### src/rtl/gdb_rsp_tx_framer_if.sv
// Signal bundle between the reply generator, the UART tx port and the ack path
// on one side and the GDB RSP transmit framer on the other.
interface gdb_rsp_tx_framer_if;
  // Payload: a byte moves when pl_valid_i && pl_ready_o are both high at a rising edge.
  // UART: tx_send_o is a one-cycle strobe that is only raised after tx_ready_i was seen high.
  logic [7:0] pl_byte_i;
  logic       pl_valid_i;
  logic       pl_ready_o;
  logic       pl_commit_i;
  logic [7:0] tx_byte_o;
  logic       tx_send_o;
  logic       tx_ready_i;
  logic [7:0] ack_byte_i;
  logic       ack_valid_i;
  logic       busy_o;
  logic       done_o;
  logic       fail_o;
  logic [2:0] dbg_state;

  modport slave (
    input  pl_byte_i, pl_valid_i, pl_commit_i, tx_ready_i, ack_byte_i, ack_valid_i,
    output pl_ready_o, tx_byte_o, tx_send_o, busy_o, done_o, fail_o, dbg_state
  );

  modport master (
    output pl_byte_i, pl_valid_i, pl_commit_i, tx_ready_i, ack_byte_i, ack_valid_i,
    input  pl_ready_o, tx_byte_o, tx_send_o, busy_o, done_o, fail_o, dbg_state
  );
endinterface

### src/rtl/gdb_rsp_tx_framer.sv
// Buffers a reply payload and sends it as a `$payload#cc` RSP packet with escaping,
// then waits for the host's +/- acknowledgement and retransmits on - or timeout.
module gdb_rsp_tx_framer #(
  parameter int DEPTH_LOG2     = 8,
  parameter int MAX_RETRY      = 3,
  parameter int TIMEOUT_CYCLES = 1000000
) (
  input  logic                 clk_i,
  input  logic                 rst_i,
  gdb_rsp_tx_framer_if.slave   bus
);
  localparam int DEPTH = 1 << DEPTH_LOG2;
  localparam int CW    = DEPTH_LOG2 + 1;
  localparam int TW    = $clog2(TIMEOUT_CYCLES) + 1;
  localparam int RW    = $clog2(MAX_RETRY + 1) + 1;
  localparam logic [CW-1:0] DEPTH_C      = {1'b1, {DEPTH_LOG2{1'b0}}};
  localparam logic [TW-1:0] TIMEOUT_LAST = TW'(TIMEOUT_CYCLES - 1);
  localparam logic [RW-1:0] MAX_RETRY_C  = RW'(MAX_RETRY);

  typedef enum logic [2:0] {
    S_IDLE     = 3'd0,
    S_SOF      = 3'd1,
    S_DATA     = 3'd2,
    S_HASH     = 3'd3,
    S_CK_HI    = 3'd4,
    S_CK_LO    = 3'd5,
    S_WAIT_ACK = 3'd6
  } state_t;

  state_t        state, state_n;
  logic [CW-1:0] count, count_n;
  logic [CW-1:0] rd_ptr, rd_ptr_n;
  logic [7:0]    checksum, checksum_n;
  logic [RW-1:0] retry, retry_n;
  logic [TW-1:0] timer, timer_n;
  logic [1:0]    hold, hold_n;
  logic          esc, esc_n;
  logic          send_q, send_n;
  logic [7:0]    byte_q, byte_n;
  logic          done_q, done_n;
  logic          fail_q, fail_n;
  logic          wr_en;
  logic [7:0]    emit_b;

  logic [7:0] mem [DEPTH];

  logic       can_emit;
  logic       accept;
  logic [7:0] cur_b;
  logic       is_special;
  logic       ack_plus;
  logic       ack_minus;
  logic       timed_out;

  function automatic logic [7:0] hex_ascii(input logic [3:0] n);
    hex_ascii = (n < 4'd10) ? (8'h30 + {4'h0, n}) : (8'h57 + {4'h0, n});
  endfunction

  // After each strobe, three decision edges are skipped: the strobe cycle itself
  // plus two holdoff cycles, so the UART has time to drop tx_ready_i.
  assign can_emit   = (hold == 2'd0) && bus.tx_ready_i;
  assign accept     = (state == S_IDLE) && bus.pl_valid_i && (count < DEPTH_C);
  assign cur_b      = mem[rd_ptr[DEPTH_LOG2-1:0]];
  assign is_special = (cur_b == 8'h23) || (cur_b == 8'h24) ||
                      (cur_b == 8'h7D) || (cur_b == 8'h2A);
  assign ack_plus   = bus.ack_valid_i && (bus.ack_byte_i == 8'h2B);
  assign ack_minus  = bus.ack_valid_i && (bus.ack_byte_i == 8'h2D);
  assign timed_out  = (timer == TIMEOUT_LAST);

  always_ff @(posedge clk_i) begin
    if (wr_en) mem[count[DEPTH_LOG2-1:0]] <= bus.pl_byte_i;
  end

  always_ff @(posedge clk_i) begin
    if (!rst_i) begin
      state    <= S_IDLE;
      count    <= '0;
      rd_ptr   <= '0;
      checksum <= 8'h00;
      retry    <= '0;
      timer    <= '0;
      hold     <= 2'd0;
      esc      <= 1'b0;
      send_q   <= 1'b0;
      byte_q   <= 8'h00;
      done_q   <= 1'b0;
      fail_q   <= 1'b0;
    end else begin
      state    <= state_n;
      count    <= count_n;
      rd_ptr   <= rd_ptr_n;
      checksum <= checksum_n;
      retry    <= retry_n;
      timer    <= timer_n;
      hold     <= hold_n;
      esc      <= esc_n;
      send_q   <= send_n;
      byte_q   <= byte_n;
      done_q   <= done_n;
      fail_q   <= fail_n;
    end
  end

  always_comb begin
    state_n    = state;
    count_n    = count;
    rd_ptr_n   = rd_ptr;
    checksum_n = checksum;
    retry_n    = retry;
    esc_n      = esc;
    hold_n     = (hold != 2'd0) ? hold - 2'd1 : 2'd0;
    timer_n    = (state == S_WAIT_ACK) ? timer + TW'(1) : '0;
    send_n     = 1'b0;
    byte_n     = byte_q;
    done_n     = 1'b0;
    fail_n     = 1'b0;
    wr_en      = 1'b0;
    emit_b     = 8'h00;

    unique case (state)
      S_IDLE: begin
        if (accept) begin
          wr_en   = 1'b1;
          count_n = count + CW'(1);
          if (count == DEPTH_C - CW'(1)) state_n = S_SOF;
        end
        if (bus.pl_commit_i) state_n = S_SOF;
      end
      S_SOF: begin
        if (can_emit) begin
          send_n     = 1'b1;
          byte_n     = 8'h24;
          hold_n     = 2'd3;
          checksum_n = 8'h00;
          rd_ptr_n   = '0;
          esc_n      = 1'b0;
          state_n    = S_DATA;
        end
      end
      S_DATA: begin
        if (rd_ptr == count) begin
          state_n = S_HASH;
        end else if (can_emit) begin
          // Escaped bytes go out as 0x7D then byte^0x20; both count toward the checksum.
          if (esc) begin
            emit_b   = cur_b ^ 8'h20;
            esc_n    = 1'b0;
            rd_ptr_n = rd_ptr + CW'(1);
          end else if (is_special) begin
            emit_b   = 8'h7D;
            esc_n    = 1'b1;
          end else begin
            emit_b   = cur_b;
            rd_ptr_n = rd_ptr + CW'(1);
          end
          send_n     = 1'b1;
          byte_n     = emit_b;
          hold_n     = 2'd3;
          checksum_n = checksum + emit_b;
        end
      end
      S_HASH: begin
        if (can_emit) begin
          send_n  = 1'b1;
          byte_n  = 8'h23;
          hold_n  = 2'd3;
          state_n = S_CK_HI;
        end
      end
      S_CK_HI: begin
        if (can_emit) begin
          send_n  = 1'b1;
          byte_n  = hex_ascii(checksum[7:4]);
          hold_n  = 2'd3;
          state_n = S_CK_LO;
        end
      end
      S_CK_LO: begin
        if (can_emit) begin
          send_n  = 1'b1;
          byte_n  = hex_ascii(checksum[3:0]);
          hold_n  = 2'd3;
          state_n = S_WAIT_ACK;
        end
      end
      S_WAIT_ACK: begin
        if (ack_plus) begin
          done_n  = 1'b1;
          count_n = '0;
          retry_n = '0;
          state_n = S_IDLE;
        end else if (ack_minus || timed_out) begin
          if (retry < MAX_RETRY_C) begin
            retry_n = retry + RW'(1);
            state_n = S_SOF;
          end else begin
            fail_n  = 1'b1;
            count_n = '0;
            retry_n = '0;
            state_n = S_IDLE;
          end
        end
      end
      default: state_n = S_IDLE;
    endcase
  end

  assign bus.pl_ready_o = (state == S_IDLE) && (count < DEPTH_C);
  assign bus.tx_send_o  = send_q;
  assign bus.tx_byte_o  = byte_q;
  assign bus.busy_o     = (state != S_IDLE);
  assign bus.done_o     = done_q;
  assign bus.fail_o     = fail_q;
  assign bus.dbg_state  = state;
endmodule

### src/flat_wrapper.sv
// flat-port wrapper written by rule: the top's interface ports become plain ports
module gdb_rsp_tx_framer_flat 
#(
  parameter int DEPTH_LOG2     = 8,
  parameter int MAX_RETRY      = 3,
  parameter int TIMEOUT_CYCLES = 1000000
)
  (clk_i, rst_i, bus_pl_byte_i, bus_pl_valid_i, bus_pl_commit_i, bus_tx_ready_i, bus_ack_byte_i, bus_ack_valid_i, bus_pl_ready_o, bus_tx_byte_o, bus_tx_send_o, bus_busy_o, bus_done_o, bus_fail_o, bus_dbg_state);
  gdb_rsp_tx_framer_if bus_i ();
  input  logic clk_i;
  input  logic rst_i;
  input wire logic [$bits(bus_i.pl_byte_i)-1:0] bus_pl_byte_i;
  input wire logic [$bits(bus_i.pl_valid_i)-1:0] bus_pl_valid_i;
  input wire logic [$bits(bus_i.pl_commit_i)-1:0] bus_pl_commit_i;
  input wire logic [$bits(bus_i.tx_ready_i)-1:0] bus_tx_ready_i;
  input wire logic [$bits(bus_i.ack_byte_i)-1:0] bus_ack_byte_i;
  input wire logic [$bits(bus_i.ack_valid_i)-1:0] bus_ack_valid_i;
  output wire logic [$bits(bus_i.pl_ready_o)-1:0] bus_pl_ready_o;
  output wire logic [$bits(bus_i.tx_byte_o)-1:0] bus_tx_byte_o;
  output wire logic [$bits(bus_i.tx_send_o)-1:0] bus_tx_send_o;
  output wire logic [$bits(bus_i.busy_o)-1:0] bus_busy_o;
  output wire logic [$bits(bus_i.done_o)-1:0] bus_done_o;
  output wire logic [$bits(bus_i.fail_o)-1:0] bus_fail_o;
  output wire logic [$bits(bus_i.dbg_state)-1:0] bus_dbg_state;
  assign bus_i.pl_byte_i = bus_pl_byte_i;
  assign bus_i.pl_valid_i = bus_pl_valid_i;
  assign bus_i.pl_commit_i = bus_pl_commit_i;
  assign bus_i.tx_ready_i = bus_tx_ready_i;
  assign bus_i.ack_byte_i = bus_ack_byte_i;
  assign bus_i.ack_valid_i = bus_ack_valid_i;
  assign bus_pl_ready_o = bus_i.pl_ready_o;
  assign bus_tx_byte_o = bus_i.tx_byte_o;
  assign bus_tx_send_o = bus_i.tx_send_o;
  assign bus_busy_o = bus_i.busy_o;
  assign bus_done_o = bus_i.done_o;
  assign bus_fail_o = bus_i.fail_o;
  assign bus_dbg_state = bus_i.dbg_state;
  gdb_rsp_tx_framer #(.DEPTH_LOG2(DEPTH_LOG2), .MAX_RETRY(MAX_RETRY), .TIMEOUT_CYCLES(TIMEOUT_CYCLES)) u_core (.clk_i(clk_i), .rst_i(rst_i), .bus(bus_i));
endmodule
### config.mk
export PLATFORM = sky130hd
export DESIGN_NAME = gdb_rsp_tx_framer_flat
export DESIGN_NICKNAME = d
export VERILOG_FILES = /design/src/rtl/gdb_rsp_tx_framer_if.sv /design/src/rtl/gdb_rsp_tx_framer.sv /design/src/flat_wrapper.sv
export SDC_FILE = /design/constraint.sdc
export NUM_CORES = 2
export LEC_CHECK = 0
export ABC_AREA = 1
export CORE_MARGIN = 5
export CORE_UTILIZATION = 40
export CTS_BUF_LIST = sky130_fd_sc_hd__clkbuf_8
export DETAILED_ROUTE_END_ITERATION = 8
export PLACE_DENSITY_LB_ADDON = 0.2
export SYNTH_ARGS = -nofsm -noshare
export SYNTH_HDL_FRONTEND = slang
export SYNTH_SLANG_ARGS = --single-unit
### constraint.sdc
create_clock -name clk_i -period 5.35 [get_ports clk_i]
set_input_delay 0.8025 -clock clk_i [delete_from_list [all_inputs] [get_ports clk_i]]
set_output_delay 0.8025 -clock clk_i [all_outputs]
set_load 0.03 [all_outputs]
# == After elaboration in Yosys (flattened, before gate mapping) ==
# Memories as Yosys holds them, arrays and structs flattened. A register that Yosys moved wholly into a read port is not among the register bits.
# Cells that the tools add are included.
# W data, S select, Z words.
# totals
out_inout_bits,16
memories,1
mem_bits_rw,2048
wordCells,151
register_bits,67
in_bits,22
# mem_list
name,depth,width,read_ports,rd_clocked_by_memory_dff,write_ports,line_no,rtl
u_core.mem,256,8,1,1,1,gdb_rsp_tx_framer.sv:45,logic [7:0] mem [DEPTH];
# op_classes
magnitude_cmp,4
bitwise_logic,4
mux,65
eq_ne,28
add_sub_neg,10
n_reduce_logical,27
# ops
operator,count
$mux W8,18
$mux W9,9
$eq A8 B6 Y1 const B,5
$pmux W8 S5,1
$mux W3,13
$pmux W9 S2,2
$add A21 B1 Y21 const B,1
$eq A21 B20 Y1 const B,1
$pmux W3 S7,1
$add A9 B1 Y9 const B,2
$add A7 B4 Y8 const A,2
$pmux W8 S2,1
$ne A3 B2 Y1 const B,5
$add A6 B4 Y7 const A,2
$mux W1,14
$ne A2 B1 Y1 const B,7
$eq A3 B3 Y1 const B,3
$eq A9 B8 Y1 const B,1
$eq A9 B9 Y1,1
$lt A9 B9 Y1 const B,1
$add A8 B8 Y8,1
$eq A8 B7 Y1 const B,1
$lt A4 B4 Y1 const B,2
$reduce_and A4 Y1,2
other kinds (22),42

# == Depth between registers and ports, before layout ==
# depth
word_depth,13
depth_mapped,37
ltp_nobuf,32

# == Least setup slack after synthesis ==
# OpenSTA, ideal clock, no wires.
# synth_path
path_type,register to register
start,register (tool-made name)
end,register u_core.checksum[7]
setup_slack_ps,1660
path_stages_with_launch,33
n_path_buf,4
setup_time_ps,70
period_less_slack_ps,3690
t_arrival_ps,3619
required_ps,5280
path_cell_list,dfxtp_1 > buf_2 > clkbuf_1 > clkbuf_1 > nand3_1 > nand3_1 > nand3_1 > nand3_1 > nand3_1 > nand2_1 > nand2_1 > nand2_1 > inv_1 > nand2_1 > nand2_1 > nand3_1 > nand2_1 > nand2_2 > buf_6 > nand3_1 > ha_1 > a21oi_1 > nand2_1 > nand2_1 > a21oi_1 > nor2_1 > nor2_1 > o21ai_0 > nand2_1 > xor2_1 > xnor2_1 > nand2_1 > a21oi_1
# synth_rtl
element,line_no,rtl
end signal: assignment,gdb_rsp_tx_framer.sv:92,checksum <= checksum_n;
end: declaration,gdb_rsp_tx_framer.sv:33,"logic [7:0] checksum, checksum_n;"

==> parameters.txt <==
Parameter                              Value

Outcome
  Outcome    finished, final reports clean

Logic synthesis
  Most frequently used flop master after synthesis    edfxtp_1
  Most common cell in the netlist    nand2_1
  Syn Std Cell Area    87100 sq um
  Register area share after synthesis    0.723
  Number of synthesized flops with an enable pin    2048
  XOR/XNOR Fraction of Synth Area    0.00171
  Top cells by count, synth    nand2_1 (2202), edfxtp_1 (2048), nand3_1 (2037)
  Share of synthesized area spent on multiplexers    0
  Synthesized-area fraction occupied by ao, oa, aoi and oai cells    0.00876
  Net count after synthesis    7547
  Share of the synthesized area in the top cell type    0.706
  Synth warnings    0
  Post-synth top area cell    edfxtp_1
  #FFs+latches synth    2123
  Synth Area in Adders    0.00267
  Async S/R FF share, synth    0
  Largest family of logic cells by synthesized area    simple AND/OR/NAND/NOR gates
  Number of library cell types mapped by synthesis    48
  Count of mapped cells out of synthesis    7507
  Post-synthesis area per instance    11.6 sq um
  Post-synthesis simple-gate area fraction    0.230
  Cell types occupying the most area after synthesis    edfxtp_1 (71%), nand3_1 (12%), nand2_1 (9.5%)

Power
  Worst voltage drop across the vdd grid    274 uV
  PwrDens    352 nW/um^2
  Leakage power of the design    34.0 nW

Drt
  DR pass1 iterations    7
  Antenna viol nets, final    0
  Remaining DRCs    0
  Final routed wirelength across all metal layers    259000 um
  Routed length per instance    24.0 um
  First-iteration detailed-routing DRC count    6221
  Number of vias per cell after detailed routing    5.48
  Overall via count from detail_route    59100

Layout
  Share of layout cells above drive strength 1    0.0951
  Share of the core filled with cells    0.452
  Area delta synth->final    12.7%
  Post-route cell area    98100 sq um
  Final net count    7709

Hold path
  Min-Delay Path Class    in -> reg
  Worst Hold Path EP    u_core.mem[110][1]
  Hold-critical path depth    1
  Min-delay src    bus_pl_byte_i[1]

Clock network
  CTS clk-pin slew, worst paths    70 ps
  Clock sinks    2123
  Insertion delay to the later sink of the worst-skew pair    1090 ps
  CTS buffer count    361
  Root Driver    clkbuf_8
  TritonCTS clock tree    built
  Number of buffers on the longest clock path    4
  CTS H-tree depth    5
  Count of hold buffers inserted by post-cts repair    0

Setup path
  Critical-path top delay cell    dfxtp_4
  End of the worst register-to-register path    u_core.checksum[6]
  Crit-path max FO    82
  Data required time at the worst endpoint    6310 ps
  CP most frequent cell    nand3_1
  Largest incremental delay on the critical path    440 ps
  Startpoint types    register
  Slack of the worst reg-to-reg path    260 ps
  Path depth of the worst reg2reg path    29
  Crit Path Category    reg -> reg
  Data arrival time of the critical path    6050 ps
  Type of element capturing the critical path    register

Die
  Chip Height    477 um
  Total die area    227000 sq um
  Area of the core    217000 sq um
  Initial Util    0.401
  Die X-Extent    477 um
  Count of pins on the block boundary    38
  # rows    171

STA
  Count of final setup violators    0
  Setup TNS    0 ps
  Final cycle utilization of the critical path    0.952
  Final Hold Fails    0
  Worst slew margin relative to its limit    0.216
  Slew Limit Fails    0
  Worst Tran Pin Value    1170 ps
  Fmax achieved    0.196 GHz
  Minimum period implied by the final worst setup slack    5090 ps
  Maximum clock skew at final layout    82.5 ps

Global route
  Largest net degree at the start of global routing    119
  Vias in the first global route    57200
  GR Overflow Total    0
  Wire length of the first global-routing pass    375000 um
  Total global routing track utilization    0.217
  Initial antenna violation count    7

Run
  Number of max-cap violations    0

Placed design
  Port Buffers    37
  HPWL after detailed placement    146000 um
  Gpl congestion    0.856
  Instance area after placement    91200 sq um
[cell type report]
class | instances | area, sq um
Fill cell | 20100 | 119000
Sequential cell | 2123 | 63000
Multi-Input combinational cell | 4784 | 21300
Clock buffer | 369 | 5080
Tap cell | 2854 | 3570
Timing Repair Buffer | 290 | 3420
Clock inverter | 250 | 1250
Inverter | 106 | 447
Timing Repair inverter | 3 | 33.8
Antenna cell | 4 | 10.0
[per-stage QoR]
stage	instances	power, W	hold slack [ps]	setup slack (ps)
after floorplan	7507	0.0202	418	1660
after global placement	10100	0.0215	428	30.0
after detailed placement	10100	0.0215	435	155
after CTS	10700	0.0347	238	87.4
after global routing	10800	0.0358	236	-6.83
final	10800	0.0346	224	256
[metal layers]
layer / GRT usage / vias to the layer above / share of wire
met5: 0 / - / 0
met3: 0.0377 / 469 / 0.073
met1: 0.298 / 29300 / 0.42
met4: 0.0743 / 0 / 0.032
li1: - / 27000 / -
met2: 0.349 / 2342 / 0.47
[worst max-delay path: cells and delay by family, from the launching register on]
kind | cells | cell delay [ps]
and+or+nand+nor | 18 | 2490
buffers and inverters | 4 | 660
adders and majority gates | 2 | 590
AOI/OAI and AO/OA | 5 | 590
DFF | 1 | 440
[power by group]
group	internal [W]	switching [W]	total (W)
clock network	0.00676	0.00654	0.0133
logic	0.000780	0.00213	0.00291
registers	0.0183	0.0000489	0.0183
[cells by family (layout without fill, tap and decap cells)]
kind of cell    after synthesis  in the layout
buf+inv                     600           1018
flops                      2123           2123
simple gates               4616           4616
xor+xnor                     17             17
fa+ha+maj                    18             18
compound gates              133            133
other cells                   0              4
[worst max-delay path by stage]
stage	startpoint	endpoint	slack [ps]	depth (start not counted)
finish	register	u_core.checksum[6]	260	29
global route	register	u_core.checksum[7]	-7	35
CTS	register	u_core.checksum[6]	90	31
detailed placement	register	u_core.checksum[6]	150	31
global placement	register	u_core.checksum[7]	30	33
floorplan	register	u_core.checksum[7]	1660	32
[cell usage in the layout, fill, tap and decap left out, types with 10 or more instances in the layout]
| master | Yosys | layout |
|---|---|---|
| dfxtp_1 | 75 | 70 |
| edfxtp_1 | 2048 | 2048 |
| clkdlybuf4s50_1 | 0 | 29 |
| nor3_1 | 31 | 30 |
| clkinv_1 | 3 | 92 |
| clkbuf_8 | 0 | 369 |
| nand3_2 | 0 | 24 |
| buf_16 | 0 | 10 |
| nor2_1 | 321 | 321 |
| buf_12 | 0 | 61 |
| inv_1 | 98 | 194 |
| a21oi_1 | 63 | 63 |
| buf_4 | 63 | 170 |
| nand3_1 | 2037 | 2011 |
| clkinv_2 | 0 | 44 |
| xor2_1 | 12 | 12 |
| o21ai_0 | 36 | 36 |
| ha_1 | 17 | 17 |
| nand2_2 | 3 | 11 |
| nand2_1 | 2202 | 2194 |
[registers in the layout, summed over array words and instances (netlist names), named ones only]
name / cells
u_core.bus.tx_byte_o: 8
u_core.mem: 2048
u_core.bus.dbg_state: 3
u_core.bus.tx_send_o: 1
u_core.checksum: 8
u_core.retry: 3
u_core.count: 9
u_core.bus.done_o: 1
u_core.hold: 2
u_core.timer: 21
u_core.rd_ptr: 9
u_core.esc: 1
u_core.bus.fail_o: 1
[repair_timing]
action | in CTS | in global routing
setup buffers | 0 | 21
resized for setup | 0 | 32
endpoints found under the setup margin | 0 | 2
No activity file was read; power rests on OpenSTA's default activity.
